==> src/rtl/riscv_core_pkg.sv <==
// Shared fetch-stage types: address/word widths, FSM encoding and FIFO entry layout.
package riscv_core_pkg;

   localparam int unsigned ADDR_WIDTH = 32;
   localparam int unsigned WORD_WIDTH = 32;

   typedef logic [ADDR_WIDTH-1:0] addr_t;
   typedef logic [WORD_WIDTH-1:0] word_t;

   localparam addr_t DEFAULT_RESET_PC = 32'h0000_0000;

   typedef enum logic {
      F_RUN  = 1'b0,
      F_MISS = 1'b1
   } fetch_state_e;

   typedef struct packed {
      addr_t pc;
      word_t instr;
   } fq_entry_t;

   function automatic addr_t word_align(input addr_t a);
      return {a[ADDR_WIDTH-1:2], 2'b00};
   endfunction

endpackage

==> src/rtl/fetch_fifo.sv <==
// Generic DEPTH-entry synchronous FIFO with flush; head visible the cycle after push, zero when empty.
// Push is refused when full unless a pop happens in the same cycle; flush wins over push/pop.
module fetch_fifo
   import riscv_core_pkg::*;
#(
   parameter int unsigned DEPTH = 4,
   parameter type         T     = fq_entry_t
) (
   input  logic                     clk_i,
   input  logic                     rst_ni,
   input  logic                     flush_i,
   input  logic                     push_i,
   input  T                         data_i,
   input  logic                     pop_i,
   output T                         data_o,
   output logic [$clog2(DEPTH):0]   count_o
);

   localparam int unsigned PW = $clog2(DEPTH);
   localparam int unsigned CW = PW + 1;

   logic [PW-1:0] wr_ptr_q, rd_ptr_q;
   logic [CW-1:0] count_q;
   T              mem_q [DEPTH];
   logic          push_ok, pop_ok;

   assign pop_ok  = pop_i & (count_q != '0);
   assign push_ok = push_i & ((count_q < CW'(DEPTH)) | pop_ok);

   always_ff @(posedge clk_i or negedge rst_ni) begin
      if (!rst_ni) begin
         wr_ptr_q <= '0;
         rd_ptr_q <= '0;
         count_q  <= '0;
      end else if (flush_i) begin
         wr_ptr_q <= '0;
         rd_ptr_q <= '0;
         count_q  <= '0;
      end else begin
         if (push_ok) wr_ptr_q <= wr_ptr_q + PW'(1);
         if (pop_ok)  rd_ptr_q <= rd_ptr_q + PW'(1);
         if (push_ok && !pop_ok)      count_q <= count_q + CW'(1);
         else if (pop_ok && !push_ok) count_q <= count_q - CW'(1);
      end
   end

   // Storage needs no reset: the head is masked to zero while empty.
   always_ff @(posedge clk_i) begin
      if (push_ok && !flush_i) mem_q[wr_ptr_q] <= data_i;
   end

   assign data_o  = (count_q != '0) ? mem_q[rd_ptr_q] : '0;
   assign count_o = count_q;

endmodule

==> src/rtl/instr_fetch_queue.sv <==
// Fetch PC owner: issues word requests to icache, queues hit instructions with PCs for decode.
// Hit pushes land at the head next cycle; a miss stalls in F_MISS until icache ready, then replays.
module instr_fetch_queue
   import riscv_core_pkg::*;
#(
   parameter int unsigned DEPTH      = 4,
   parameter addr_t       RESET_PC   = DEFAULT_RESET_PC,
   parameter int unsigned ADDR_WIDTH = riscv_core_pkg::ADDR_WIDTH
) (
   input  logic                    clk_i,
   input  logic                    rst_ni,
   input  logic                    fetch_en_i,
   input  logic                    redirect_valid_i,
   input  logic [ADDR_WIDTH-1:0]   redirect_pc_i,
   output logic                    ic_req_valid_o,
   output logic [ADDR_WIDTH-1:0]   ic_req_addr_o,
   input  logic                    ic_req_ready_i,
   input  logic                    ic_rsp_valid_i,
   input  logic [31:0]             ic_rsp_data_i,
   input  logic                    ic_rsp_hit_i,
   output logic                    instr_valid_o,
   output logic [31:0]             instr_data_o,
   output logic [ADDR_WIDTH-1:0]   instr_pc_o,
   input  logic                    instr_ready_i,
   output logic [$clog2(DEPTH):0]  fq_count_o,
   output logic [31:0]             perf_miss_cyc_o
);

   localparam int unsigned CW = $clog2(DEPTH) + 1;

   fetch_state_e          state_q, state_d;
   logic [ADDR_WIDTH-1:0] pc_q, pc_d;
   logic [31:0]           perf_q;
   logic [CW-1:0]         count;
   logic                  req_vld, push, pop, has_room, rsp_hit;
   fq_entry_t             push_entry, head;

   assign has_room = count < CW'(DEPTH);
   assign rsp_hit  = ic_rsp_valid_i & ic_rsp_hit_i;

   always_comb begin
      state_d = state_q;
      pc_d    = pc_q;
      req_vld = 1'b0;
      push    = 1'b0;
      if (redirect_valid_i) begin
         pc_d = word_align(redirect_pc_i);
         // A pending miss must still see icache go idle before the new target is issued.
         state_d = (state_q == F_MISS && !ic_req_ready_i) ? F_MISS : F_RUN;
      end else begin
         unique case (state_q)
            F_RUN: begin
               req_vld = fetch_en_i & has_room;
               if (req_vld && ic_req_ready_i) begin
                  if (rsp_hit) begin
                     push = 1'b1;
                     pc_d = pc_q + ADDR_WIDTH'(4);
                  end else begin
                     state_d = F_MISS;
                  end
               end
            end
            F_MISS: begin
               if (ic_req_ready_i) state_d = F_RUN;
            end
            default: state_d = F_RUN;
         endcase
      end
   end

   always_ff @(posedge clk_i or negedge rst_ni) begin
      if (!rst_ni) begin
         state_q <= F_RUN;
         pc_q    <= RESET_PC;
         perf_q  <= '0;
      end else begin
         state_q <= state_d;
         pc_q    <= pc_d;
         if (state_q == F_MISS && perf_q != '1) perf_q <= perf_q + 32'd1;
      end
   end

   assign pop        = instr_valid_o & instr_ready_i & ~redirect_valid_i;
   assign push_entry = '{pc: pc_q, instr: ic_rsp_data_i};

   fetch_fifo #(
      .DEPTH (DEPTH),
      .T     (fq_entry_t)
   ) u_fifo (
      .clk_i   (clk_i),
      .rst_ni  (rst_ni),
      .flush_i (redirect_valid_i),
      .push_i  (push),
      .data_i  (push_entry),
      .pop_i   (pop),
      .data_o  (head),
      .count_o (count)
   );

   assign ic_req_valid_o  = req_vld;
   assign ic_req_addr_o   = pc_q;
   assign instr_valid_o   = count != '0;
   assign instr_data_o    = head.instr;
   assign instr_pc_o      = head.pc;
   assign fq_count_o      = count;
   assign perf_miss_cyc_o = perf_q;

endmodule

==> config.mk <==
export PLATFORM = sky130hd
export DESIGN_NAME = instr_fetch_queue
export DESIGN_NICKNAME = d
export VERILOG_FILES = /design/src/rtl/riscv_core_pkg.sv /design/src/rtl/fetch_fifo.sv /design/src/rtl/instr_fetch_queue.sv
export SDC_FILE = /design/constraint.sdc
export NUM_CORES = 1
export LEC_CHECK = 0
export ABC_AREA = 1
export BUFFER_PORTS_ARGS = -buffer_cell sky130_fd_sc_hd__buf_4
export CORE_MARGIN = 2
export CORE_UTILIZATION = 50
export DETAILED_ROUTE_END_ITERATION = 7
export GPL_TIMING_DRIVEN = 0
export PLACE_DENSITY = 0.71
export SLEW_MARGIN = 0
export SYNTH_ARGS = -nofsm -noshare
export SYNTH_HDL_FRONTEND = slang
export SYNTH_HIERARCHICAL = 1
export SYNTH_SLANG_ARGS = --single-unit
==> constraint.sdc <==
create_clock -name clk_i -period 8.3 [get_ports clk_i]
set_input_delay 0.415 -clock clk_i [delete_from_list [all_inputs] [get_ports clk_i]]
set_output_delay 0.415 -clock clk_i [all_outputs]
set_load 0.02 [all_outputs]
# ---- Word-level counts from Yosys, hierarchy flattened
# Memories as Yosys holds them, arrays and structs flattened.
# Index checks and enable logic that the tools add are counted.
dict set report op_classes {
  n_reduce_logical 17
  mux 26
  order_cmp 1
  n_eq_ne 2
  bitwise 9
  shifts 0
  div_mod_pow 0
  n_mul 0
  add_sub_neg 6
}
# op n
set op_table {}
lappend op_table {{32-bit two-way mux} 4}
lappend op_table {{64-bit two-way mux} 1}
lappend op_table {{32-bit by 1-bit adder with 32-bit output, second input constant} 1}
lappend op_table {{32-bit by 3-bit adder with 32-bit output, second input constant} 1}
lappend op_table {{32-bit != test, second input constant} 1}
lappend op_table {{1-bit two-way mux} 13}
lappend op_table {{3-bit two-way mux} 3}
lappend op_table {{2-bit two-way mux} 4}
lappend op_table {{2-bit nonzero test} 4}
lappend op_table {{1-bit bitwise AND} 6}
lappend op_table {{1-bit logical AND} 6}
lappend op_table {{3-bit nonzero test} 2}
lappend op_table {{2-bit by 1-bit adder with 2-bit output, second input constant} 2}
lappend op_table {{1-bit zero test} 4}
lappend op_table {{3-bit by 1-bit adder with 3-bit output, second input constant} 1}
lappend op_table {{3-bit < comparator, second input constant} 1}
lappend op_table {{3-bit AND reduction} 1}
lappend op_table {{3-bit by 1-bit subtractor with 3-bit output, second input constant} 1}
lappend op_table {{2-bit != test, second input constant} 1}
lappend op_table {{1-bit NOT} 2}
lappend op_table {{1-bit case mux with 2 select lines} 1}
lappend op_table {{1-bit OR} 1}
dict set report word_totals {
  in_bits 72
  out_inout_bits 133
  ramBits 256
  register_bits 72
  mem_count 1
  latchBits 0
  rom_bits 0
}
# memory words width rd rd_ports_with_merged_regs write_ports line
set mem_list {}
lappend mem_list {u_fifo.mem_q 4 64 1 0 1 fetch_fifo.sv:24} ;# T mem_q [DEPTH];

# ---- Longest topological paths before layout
dict set report depth {
  ltp_word 12
  mapped_depth 16
  mapped_depth_nobuf 16
}

# ---- Hierarchy
# Netlist, hierarchy kept.
# module area_per_inst_um2 n_inst seq_area_each_um2 cells_each
set modules_own_cells {}
lappend modules_own_cells {fetch_fifo 10402.5 1 7862.5 818}
lappend modules_own_cells {instr_fetch_queue 4375.4 1 1576.5 695}

# ---- Worst setup path after synthesis
# Ideal clock, no wire load.
dict set report synth_timing {
  path_kind {reg2reg}
  startpoint {register u_fifo.count_q[2], in the netlist u_fifo/count_o[2]}
  endpoint {memory u_fifo/mem_q[0][0] (netlist bit), enable pin}
  t_arrival_ps 4198
  path_slack_ps 3616
  required_ps 7814
  path_buffers 0
  stages_incl_launch_ff 10
  cell_sequence {dfrtp_1 > inv_1 > nand2_1 > nor2_1 > nand2_1 > nor2_2 > inv_1 > a21oi_2 > nand2_1 > nor2_1}
}
dict set report synth_via {
  elab_chain_cells 10
  elab_cells_between_ends 15
  cone_classes {1 x order compare; 5 x mux; 6 x bitwise; 3 x reduce/logical}
}
# element line
set synth_lines {}
lappend synth_lines {{start, declared} fetch_fifo.sv:23} ;# logic [CW-1:0] count_q;
lappend synth_lines {{start signal, assigned} fetch_fifo.sv:42} ;# if (push_ok && !pop_ok) count_q <= count_q + CW'(1);
lappend synth_lines {{start signal, assigned} fetch_fifo.sv:43} ;# else if (pop_ok && !push_ok) count_q <= count_q - CW'(1);
lappend synth_lines {{3-bit < comparator} instr_fetch_queue.sv:38} ;# assign has_room = count < CW'(DEPTH);
lappend synth_lines {{1-bit bitwise AND} instr_fetch_queue.sv:53} ;# req_vld = fetch_en_i & has_room;
lappend synth_lines {{1-bit logical AND} instr_fetch_queue.sv:54} ;# if (req_vld && ic_req_ready_i) begin
lappend synth_lines {{1-bit two-way mux} instr_fetch_queue.sv:54}
lappend synth_lines {{1-bit two-way mux} instr_fetch_queue.sv:51} ;# unique case (state_q)
lappend synth_lines {{1-bit two-way mux} instr_fetch_queue.sv:46} ;# if (redirect_valid_i) begin
lappend synth_lines {{named net push} instr_fetch_queue.sv:35} ;# logic req_vld, push, pop, has_room, rsp_hit;
lappend synth_lines {{1-bit bitwise AND} fetch_fifo.sv:28} ;# assign push_ok = push_i & ((count_q < CW'(DEPTH)) | pop_ok);
lappend synth_lines {{1-bit logical AND} fetch_fifo.sv:49} ;# if (push_ok && !flush_i) mem_q[wr_ptr_q] <= data_i;
lappend synth_lines {{1-bit two-way mux} fetch_fifo.sv:49}
lappend synth_lines {{1-bit two-way mux (implied by the code)} fetch_fifo.sv:49}
lappend synth_lines {{end, declared} fetch_fifo.sv:24}
# The timed path passes the listed nets, and every way through them passes these cells.

# ---- Worst setup path after layout
dict set report layout_timing {
  startpoint {register u_fifo.count_q[2], in the netlist u_fifo/count_o[2]}
  endpoint {memory u_fifo/mem_q[1][55] (netlist bit), enable pin}
}
# The elaborated chain is that of the path after synthesis.

==> results.ini <==
[power_and_ir_drop]
leakagePower_nw=7.22
pwr-share-comb_pct=13.9
powerDensity_nw_per_um2=219
pwr-share-clk_pct=38.7
power_switching_share_pct=26.1
internal_power_w=0.00292
seqPwrFrac_pct=47.4
ir_drop_v=0.000162
switchingPower_w=0.00103

[layout]
area_delta_synth_final_pct=22.5
final_nets=1846
fin_util_pct=62.6
fin_area_um2=18100
drive_gt1_share_pct=17.9

[route]
ant_nets=0
dr.pass1.iters=7
vias=11500
viasPerCell=5.31
drc_errors=0
routedWlPerCell_um=17.8
dr.first_iter.drc_count=991
wl_um=38700

[clock_tree]
clock_latency_ps=530
htreeDepth=2
cts_tree=yes
post-cts-setup-buffer-count=0
root_buffer=clkbuf_16
numCtsBuffers=35
clock_path_buffers=3
cts_hold_buf=0
clk_pin_slew_ps=60
post_cts_resized=0
cts.sinks=326

[logic_synthesis]
ys_ff_latch=326
async_flop_share_pct=21.5
synth-edff-count=256
synth_top_cell_by_area=edfxtp_1
synth.cell_area_um2=14800
ys_warn_count=6
yosysSeqAreaShare_pct=63.9
synth.area.top_cells=edfxtp_1 (52%), dfrtp_1 (12%), nor2_1 (9.6%)
synth_top_area_share_pct=52.0
synth.avg_cell_area_um2=9.77
syn_inst=1513
synth_ff_type=edfxtp_1
synth_cell_types=38

[floorplanning]
fp.dieH_um=176
ios=205
row_count=62
start_util_pct=51.1
coreArea_um2=28900
die-area_um2=30900
die_w_um=176

[global_route]
grt_pass1_vias=10900
grt_pass1_wl_um=59000
grt_use_total_pct=24.8
gr-total-overflow=0
grt_max_degree=71
antenna_found_initial=0

[timing]
clock_skew_ps=27.0
max_freq_mhz=289
setup_tns_ps=0
min_period_ps=3460
worst-slew-pin-transition_ps=960
rsz0062_at_grt=false
final-setup-viol-count=0
maxSlewHeadroom_pct=36.0
slew_viol_final=0
finalCritPeriodShare_pct=41.6
report.final.hold_viol_count=0

[critical_path]
cp_max_fo=25
reg2reg_depth=11
r2r-start=u_fifo/count_o[2]
crit_type=flop to flop
crit_path_end_kind=flop
cp.arrival_ps=3660
critical_path_required_ps=8500
rr_endpoint=u_fifo/mem_q[1][55]
start_kind=flop
cp-startpoint=u_fifo/count_o[2]
r2r_setup_slack_ps=4840

[outcome]
status=complete, no violations

[placement]
gp_congestion=0.903
portBuffers=200
place_area_um2=17000
place_hpwl_um=26500

[run]
max_cap_viol_count=0

[min_path]
worstHoldPathType=primary input to async pin

cells in the mapped netlist, types with 6 or more instances:
library cell    n
nor2_1        379
nand2_1       319
edfxtp_1      256
o21ai_0       144
a21oi_1        70
dfrtp_1        70
inv_1          66
nand3_1        51
clkbuf_1       23
buf_2          18
buf_6          16
nand3b_1       13
xor2_1         13
xnor2_1         9
nand4_1         7
ha_1            6
metrics by stage:
stage | std cells | total power, W | hold slack [ps] | worst slack [ps]
2_1_floorplan | 1522 | 0.00219 | 119 | 3620
3_3_place_gp | 2106 | 0.00245 | 526 | 1170
3_5_place_dp | 2114 | 0.00246 | 532 | 4730
4_1_cts | 2174 | 0.00398 | 70.7 | 4850
5_1_grt | 2174 | 0.00409 | 80.0 | 4680
6_report | 2175 | 0.00396 | 42.6 | 4840
routing by layer:
metal	GRT usage (%)	vias to the layer above	part of all wire, %
li1	-	5547	-
met1	31.4	5468	39
met2	42.4	447	50
met3	5.26	86	7.9
met4	8.99	0	3.1
met5	0	-	0
logic make-up after synthesis:
logic type	after synthesis	synth area share, %
flip-flops	326	63.9
other	1	0.0254
buffers and inverters	134	4.50
AO/OA/AOI/OAI	232	8.12
AND/OR/NAND/NOR	790	21.4
adder cells (fa/ha/maj)	7	0.643
XOR/XNOR	23	1.41
how the worst max path moves through the flow:
stage,end,slack (ps),cells after the start
after floorplan,u_fifo/mem_q[0][0],3620,9
after global placement,u_fifo/mem_q[1][49],1170,9
after detailed placement,u_fifo/mem_q[0][53],4730,11
after CTS,u_fifo/mem_q[0][55],4850,11
after global routing,u_fifo/mem_q[1][55],4680,11
final,u_fifo/mem_q[1][55],4840,11
final cells by class:
class / instances / area (um2)
antenna: 1 / 2.50
buffer: 64 / 402
clock buffer: 44 / 920
clock inverter: 16 / 198
fill: 2342 / 10800
inverter: 70 / 263
multi-input combinational: 1062 / 4740
sequential: 326 / 9440
tap: 384 / 480
timing repair buffer: 208 / 1660
state kept, by name (all words and copies together) (netlist names):
| signal | cells |
|---|---|
| u_fifo/mem_q | 256 |
| perf_miss_cyc_o | 32 |
| ic_req_addr_o | 30 |
| u_fifo/count_o | 3 |
| u_fifo/rd_ptr_q | 2 |
| u_fifo/wr_ptr_q | 2 |
| state_q | 1 |
critical path, stage by stage, from the launching register on:
cell and delay (ps):
dfrtp_1 470, inv_1 80, nand2_1 50, nor2_1 120, nand2_1 130, nor2_2 440, inv_1 140, a21oi_2 250
nand2_1 290, nor2_4 600, buf_12 290, buf_12 210
layout by cell type (no fill, tap or decap), types with 7 or more instances in the layout:
master / count
a21oi_1: 70
buf_12: 8
buf_2: 18
buf_4: 205
buf_6: 16
clkbuf_1: 31
clkbuf_16: 35
conb_1: 10
dfrtp_1: 70
edfxtp_1: 256
inv_1: 66
nand2_1: 319
nand3_1: 51
nand3b_1: 13
nand4_1: 7
nor2_1: 375
o21ai_0: 144
xnor2_1: 9
xor2_1: 13
power by group through the flow:
| stage | combinational, W | clock [W] | sequential (W) |
|---|---|---|---|
| final | 0.000552 | 0.00153 | 0.00187 |
| after global routing | 0.000598 | 0.00161 | 0.00188 |
| after CTS | 0.000556 | 0.00155 | 0.00187 |
| after detailed placement | 0.000553 | 0 | 0.00191 |
| after global placement | 0.000545 | 0 | 0.00191 |
| after floorplan | 0.000268 | 0 | 0.00192 |
Power figures use the tool's default switching activity.
